**src/rtl/keysched_pkg.sv**
```systemverilog
// Shared types and constants for the round-key scheduler.
// State encoding, default geometry, LFSR taps and permutation helpers.
package keysched_pkg;

  typedef enum logic [2:0] {
    IDLE,
    EXPAND,
    READY,
    STREAM,
    ZERO
  } ks_state_e;

  localparam int KEY_W_DEF  = 56;
  localparam int RK_W_DEF   = 48;
  localparam int ROUNDS_DEF = 16;
  localparam int ROT_DEF    = 1;
  localparam int PSTEP_DEF  = 7;

  localparam logic [47:0] LFSR_TAPS_DEF = 48'hC000_0018_0000;

  function automatic int gcd(input int a, input int b);
    int x;
    int y;
    int t;
    x = a;
    y = b;
    while (y != 0) begin
      t = x % y;
      x = y;
      y = t;
    end
    return x;
  endfunction

  // Source bit feeding output bit i of the round-key permutation.
  function automatic int perm_src(input int i, input int step, input int w);
    return (i * step) % w;
  endfunction

endpackage

```
**src/rtl/rk_permute.sv**
```systemverilog
// Combinational round-key bit permutation: out[i] = in[(i*PSTEP) mod RK_W].
// PSTEP must be coprime with RK_W so the mapping is a bijection.
module rk_permute
  import keysched_pkg::*;
#(
  parameter int RK_W  = RK_W_DEF,
  parameter int PSTEP = PSTEP_DEF
) (
  input  logic [RK_W-1:0] in_i,
  output logic [RK_W-1:0] out_o
);

  if (gcd(PSTEP, RK_W) != 1) begin : g_bad_step
    $error("rk_permute: PSTEP must be coprime with RK_W");
  end

  for (genvar i = 0; i < RK_W; i++) begin : g_bit
    assign out_o[i] = in_i[perm_src(i, PSTEP, RK_W)];
  end

endmodule

```
**src/rtl/round_key_sched.sv**
```systemverilog
// Round-key scheduler: expands a master key into ROUNDS keys, streams them.
// Optional KEYSCHED_ZEROIZE_EN adds a zeroize input and a buffer-wipe state.
module round_key_sched
  import keysched_pkg::*;
#(
  parameter int              KEY_W     = KEY_W_DEF,
  parameter int              RK_W      = RK_W_DEF,
  parameter int              ROUNDS    = ROUNDS_DEF,
  parameter int              ROT       = ROT_DEF,
  parameter int              PSTEP     = PSTEP_DEF,
  parameter logic [RK_W-1:0] LFSR_TAPS = RK_W'(LFSR_TAPS_DEF)
) (
  input  logic                      clk,
  input  logic                      rst,
  input  logic [KEY_W-1:0]          key_in,
  input  logic                      key_load,
  output logic                      key_rdy,
  input  logic                      start,
  input  logic                      decrypt,
  output logic [RK_W-1:0]           rk_data,
  output logic [$clog2(ROUNDS)-1:0] rk_idx,
  output logic                      rk_last,
  output logic                      rk_valid,
  input  logic                      rk_ready,
  output logic                      sched_rdy,
`ifdef KEYSCHED_ZEROIZE_EN
  input  logic                      zeroize,
`endif
  output logic                      done
);

  localparam int             IW   = $clog2(ROUNDS);
  localparam logic [IW-1:0]  LAST = IW'(ROUNDS - 1);

  if (RK_W > KEY_W || ROUNDS < 2 || ROUNDS > 64 ||
      ROT < 1 || ROT >= KEY_W) begin : g_bad_cfg
    $error("round_key_sched: illegal parameter set");
  end

  ks_state_e        state_q, state_d;
  logic [KEY_W-1:0] k_q, k_d;
  logic [RK_W-1:0]  l_q, l_d;
  logic [RK_W-1:0]  buf_q [ROUNDS];
  logic [IW-1:0]    cnt_q, cnt_d;
  logic             dec_q, dec_d;
  logic             valid_q, valid_d;
  logic             done_q, done_d;

  logic             we;
  logic [RK_W-1:0]  wdata;
  logic [RK_W-1:0]  perm;
  logic             load_ok;
  logic             beat;
  logic             at_end;

  rk_permute #(
    .RK_W  (RK_W),
    .PSTEP (PSTEP)
  ) u_perm (
    .in_i  (k_q[KEY_W-1 -: RK_W]),
    .out_o (perm)
  );

  assign key_rdy   = (state_q == IDLE) || (state_q == READY);
  assign sched_rdy = (state_q == READY);
  assign load_ok   = key_load && key_rdy;
  assign beat      = valid_q && rk_ready;
  assign at_end    = dec_q ? (cnt_q == '0) : (cnt_q == LAST);
  assign rk_data   = buf_q[cnt_q];
  assign rk_idx    = cnt_q;
  assign rk_last   = valid_q && at_end;
  assign rk_valid  = valid_q;
  assign done      = done_q;

  always_comb begin
    state_d = state_q;
    k_d     = k_q;
    l_d     = l_q;
    cnt_d   = cnt_q;
    dec_d   = dec_q;
    valid_d = valid_q;
    done_d  = 1'b0;
    we      = 1'b0;
    wdata   = perm ^ l_q;
    unique case (state_q)
      IDLE, READY: begin
        // a new key takes priority over a simultaneous start
        if (load_ok) begin
          state_d = EXPAND;
          k_d     = key_in;
          l_d     = (key_in[RK_W-1:0] == '0) ? '1 : key_in[RK_W-1:0];
          cnt_d   = '0;
        end else if (start && state_q == READY) begin
          state_d = STREAM;
          dec_d   = decrypt;
          cnt_d   = decrypt ? LAST : '0;
          valid_d = 1'b1;
        end
      end
      EXPAND: begin
        we  = 1'b1;
        k_d = {k_q[KEY_W-ROT-1:0], k_q[KEY_W-1 -: ROT]};
        l_d = {l_q[RK_W-2:0], ^(l_q & LFSR_TAPS)};
        if (cnt_q == LAST) begin
          state_d = READY;
          cnt_d   = '0;
        end else begin
          cnt_d = cnt_q + 1'b1;
        end
      end
      STREAM: begin
        if (beat) begin
          if (at_end) begin
            valid_d = 1'b0;
            done_d  = 1'b1;
            state_d = READY;
          end else begin
            cnt_d = dec_q ? cnt_q - 1'b1 : cnt_q + 1'b1;
          end
        end
      end
      ZERO: begin
        we    = 1'b1;
        wdata = '0;
        k_d   = '0;
        l_d   = '0;
        if (cnt_q == LAST) begin
          state_d = IDLE;
          cnt_d   = '0;
        end else begin
          cnt_d = cnt_q + 1'b1;
        end
      end
      default: state_d = IDLE;
    endcase
`ifdef KEYSCHED_ZEROIZE_EN
    if (zeroize && state_q != ZERO) begin
      state_d = ZERO;
      cnt_d   = '0;
      valid_d = 1'b0;
      done_d  = 1'b0;
      we      = 1'b0;
    end
`endif
  end

  always_ff @(posedge clk or negedge rst) begin
    if (!rst) begin
      state_q <= IDLE;
      k_q     <= '0;
      l_q     <= '0;
      cnt_q   <= '0;
      dec_q   <= 1'b0;
      valid_q <= 1'b0;
      done_q  <= 1'b0;
      for (int i = 0; i < ROUNDS; i++) begin
        buf_q[i] <= '0;
      end
    end else begin
      state_q <= state_d;
      k_q     <= k_d;
      l_q     <= l_d;
      cnt_q   <= cnt_d;
      dec_q   <= dec_d;
      valid_q <= valid_d;
      done_q  <= done_d;
      if (we) begin
        buf_q[cnt_q] <= wdata;
      end
    end
  end

endmodule

```
**config.mk**
```make
export PLATFORM = sky130hd
export DESIGN_NAME = round_key_sched
export DESIGN_NICKNAME = d
export VERILOG_FILES = /design/src/rtl/keysched_pkg.sv /design/src/rtl/rk_permute.sv /design/src/rtl/round_key_sched.sv
export SDC_FILE = /design/constraint.sdc
export NUM_CORES = 2
export LEC_CHECK = 0
export ABC_AREA = 1
export CAP_MARGIN = 20
export CORE_UTILIZATION = 35
export DETAILED_ROUTE_END_ITERATION = 6
export GPL_ROUTABILITY_DRIVEN = 0
export GPL_TIMING_DRIVEN = 1
export PLACE_DENSITY = 0.47
export SLEW_MARGIN = 20
export SYNTH_ARGS = -nofsm -noshare
export SYNTH_HDL_FRONTEND = slang
export SYNTH_SLANG_ARGS = --single-unit
```
**constraint.sdc**
```tcl
create_clock -name clk -period 3.4 [get_ports clk]
set_input_delay 0.34 -clock clk [delete_from_list [all_inputs] [get_ports clk]]
set_output_delay 0.34 -clock clk [all_outputs]
set_load 0.05 [all_outputs]
```
==> flow_metrics.py <==
metrics = {
    "floorplanning": {
        "dieArea_sq_um": 120000,
        "fp.dieW_microns": 347,
        "die_h_microns": 347,
        "io_pins": 119,
        "start_util_pct": 35.2,
        "rows": 126,
        "core_sq_um": 118000,
    },
    "sta": {
        "rsz0062_at_grt": "true",
        "hold_viol": 0,
        "period_share_pct": 96.8,
        "tightest_slew_ns": 1.11,
        "fmax_mhz": 304,
        "slew_headroom_pct": 25.7,
        "fin_crit_ns": 3.29,
        "skew_ns": 0.0355,
        "slew_viol_final": 0,
        "setup_viol": 0,
        "finalWorstSetupSlack_ns": 0.108,
    },
    "clocking": {
        "path_clk_slew_ns": 0.06,
        "cts_tree": "done",
        "htree_levels": 3,
        "clkSinkCount": 881,
        "ctsLongestPathBuffers": 3,
        "numCtsBuffers": 103,
        "clockRootBuffer": "clkbuf_16",
        "clock_latency_ns": 0.70,
    },
    "global_routing": {
        "grt_pass1_vias": 31000,
        "grt_antenna_before_repair": 3,
        "grt_usage_pct": 21.6,
        "grt_start_max_net_pins": 140,
        "grt_pass1_wl_microns": 200000,
        "grt_overflow": 0,
    },
    "final_layout": {
        "area_delta_synth_final_pct": 16.8,
        "final_common_cell": "nand2_1",
        "fin_nets": 4620,
        "drive_gt1_share_pct": 13.8,
        "final_cell_mix": "879 x nand2_1, 878 x dfrtp_1, 740 x o21ai_0, 447 x a21oi_1, 422 x inv_1",
        "utilization_pct": 41.2,
    },
    "synthesis": {
        "synth-edff-count": 0,
        "ys_ff_latch": 881,
        "synth_area_per_cell_sq_um": 9.08,
        "synth-main-ff-cell": "dfrtp_1",
        "yosysSeqAreaShare_pct": 53.1,
        "yosysWarnings": 0,
        "syn_area_sq_um": 41600,
        "ys_async_sr_fraction_pct": 100,
        "synthDistinctLibCells": 30,
        "syn_nets": 4645,
        "syn_inst": 4578,
    },
    "critical_path": {
        "rrSetupSlack_ns": 0.87,
        "arrival_ns": 2.95,
        "endpoint": "rk_data[30]",
        "reg2reg_depth": 7,
        "critPathKind": "flip-flop to primary output",
        "critPathLaunchType": "flip-flop",
        "end_kind": "primary output",
        "required_ns": 3.06,
        "reg2reg_to": "buf_q[516]$_DFFE_PN0P_",
        "crit_start": "rk_idx[3]$_DFFE_PN0P_",
        "worstReg2RegStart": "rk_idx[1]$_DFFE_PN0P_",
        "critPathMaxFanout": 24,
    },
    "route": {
        "drc": 0,
        "wl_per_cell_microns": 20.8,
        "vias_per_cell": 5.15,
        "dr.pass1.iters": 5,
        "drtIter0Drc": 2606,
        "vias": 31800,
        "ant_nets": 0,
        "routed_wl_microns": 129000,
    },
    "pwr": {
        "total_power_mw": 54.0,
        "power_density_nw_per_um2": 1110,
        "peakVddDrop_v": 0.000626,
        "p_leak_nw": 21.6,
    },
    "placement": {
        "hpwlAfterDp_microns": 72600,
        "port_buffers": 118,
        "dp_slack_ns": 0.614,
    },
    "worst_hold_path": {
        "hold_path_class": "input port to asynchronous set/reset pin",
    },
    "run": {
        "cap_viol_max_count": 0,
    },
    "status": {
        "outcome": "complete, no violations",
    },
}
==> flip-flops by register name, indices dropped and copies added (netlist names) <==
signal    cells
buf_q       768
dec_q         1
done          1
k_q          56
l_q          48
rk_idx        4
rk_valid      1
state_q       2
==> layout make-up <==
class	instances	area, sq um
flip-flops and latches	881	22100
repair buffers	231	3220
inverters	432	1650
multi-input cells	2904	16400
clock inverters	26	225
diodes	3	7.51
well taps	1536	1920
clock buffers	158	3110
fillers	11700	69400
==> report_power, final <==
part / leakage [nW] / switching [mW] / internal, mW
clock: 1.64 / 4.57 / 6.35
sequential: 11.3 / 2.14 / 14.8
combinational: 8.69 / 16.9 / 9.23
total: 21.6 / 23.6 / 30.4
==> cell families (layout without fill, tap and decap cells) <==
family,after synthesis,in the layout,synth area share (%)
compound gates,1334,1334,16.3
flops,881,881,53.1
xor+xnor,51,51,1.07
simple gates,1130,1130,10.8
fa+ha+maj,5,5,0.151
other cells,0,3,0
buf+inv,793,847,8.16
mux,384,384,10.4
==> per-stage QoR <==
step	instances	hold WS (ns)	cell area (sq um)	setup TNS, ns
2_1_floorplan	4578	0.0444	41600	0
3_3_place_gp	5981	0.240	45100	0
3_5_place_dp	5981	0.241	45100	0
4_1_cts	6168	0.0897	48500	0
5_1_grt	6168	0.125	48500	-0.0641
6_report	6171	0.126	48500	0
==> cells in the mapped netlist (all sizes together) (49+ instances only) <==
library cell	instances	area share (%)
nand2	888	8.1
xor2	49	1.0
mux2	384	10
buf	168	2.5
dfrtp	881	53
inv	431	3.9
o22ai	66	0.99
nand4	49	0.74
o21ai	807	9.7
clkbuf	193	1.7
a21oi	448	5.4
nor2	146	1.4
==> metal layers <==
layer	track usage (%)	up-vias	wire, microns
met5	0	-	0
met4	5.18	0	2380
met3	2.34	142	4750
met2	33.6	625	58300
met1	32.2	15900	63200
li1	-	15100	-
==> worst max-delay path, stage by stage, from the launching register on <==
cell,delay [ns]
dfrtp_1,0.56
inv_2,0.09
nand2_2,0.24
clkinv_4,0.27
buf_12,0.25
nand2_1,0.11
nand4_1,0.37
buf_12,0.31
==> worst min-delay path by stage <==
stage,to,slack (ns),cells after the start
after detailed placement,buf_q[607]$_DFFE_PN0P_,0.24,1
after global routing,buf_q[747]$_DFFE_PN0P_,0.13,2
final,buf_q[747]$_DFFE_PN0P_,0.13,2
after floorplan,buf_q[0]$_DFFE_PN0P_,0.04,0
after CTS,buf_q[607]$_DFFE_PN0P_,0.09,2
after global placement,buf_q[607]$_DFFE_PN0P_,0.24,1
==> timing repair <==
action | CTS | global route
hold buffers | 1 | 0
endpoints found under the hold margin | 317 | 0
pin swaps | 2 | 0
endpoints found under the setup margin | 9 | 11
gates cloned | 1 | 0
resized for setup | 7 | 5
buffers inserted | 1 | 0
No activity file was read; power rests on OpenSTA's default activity.
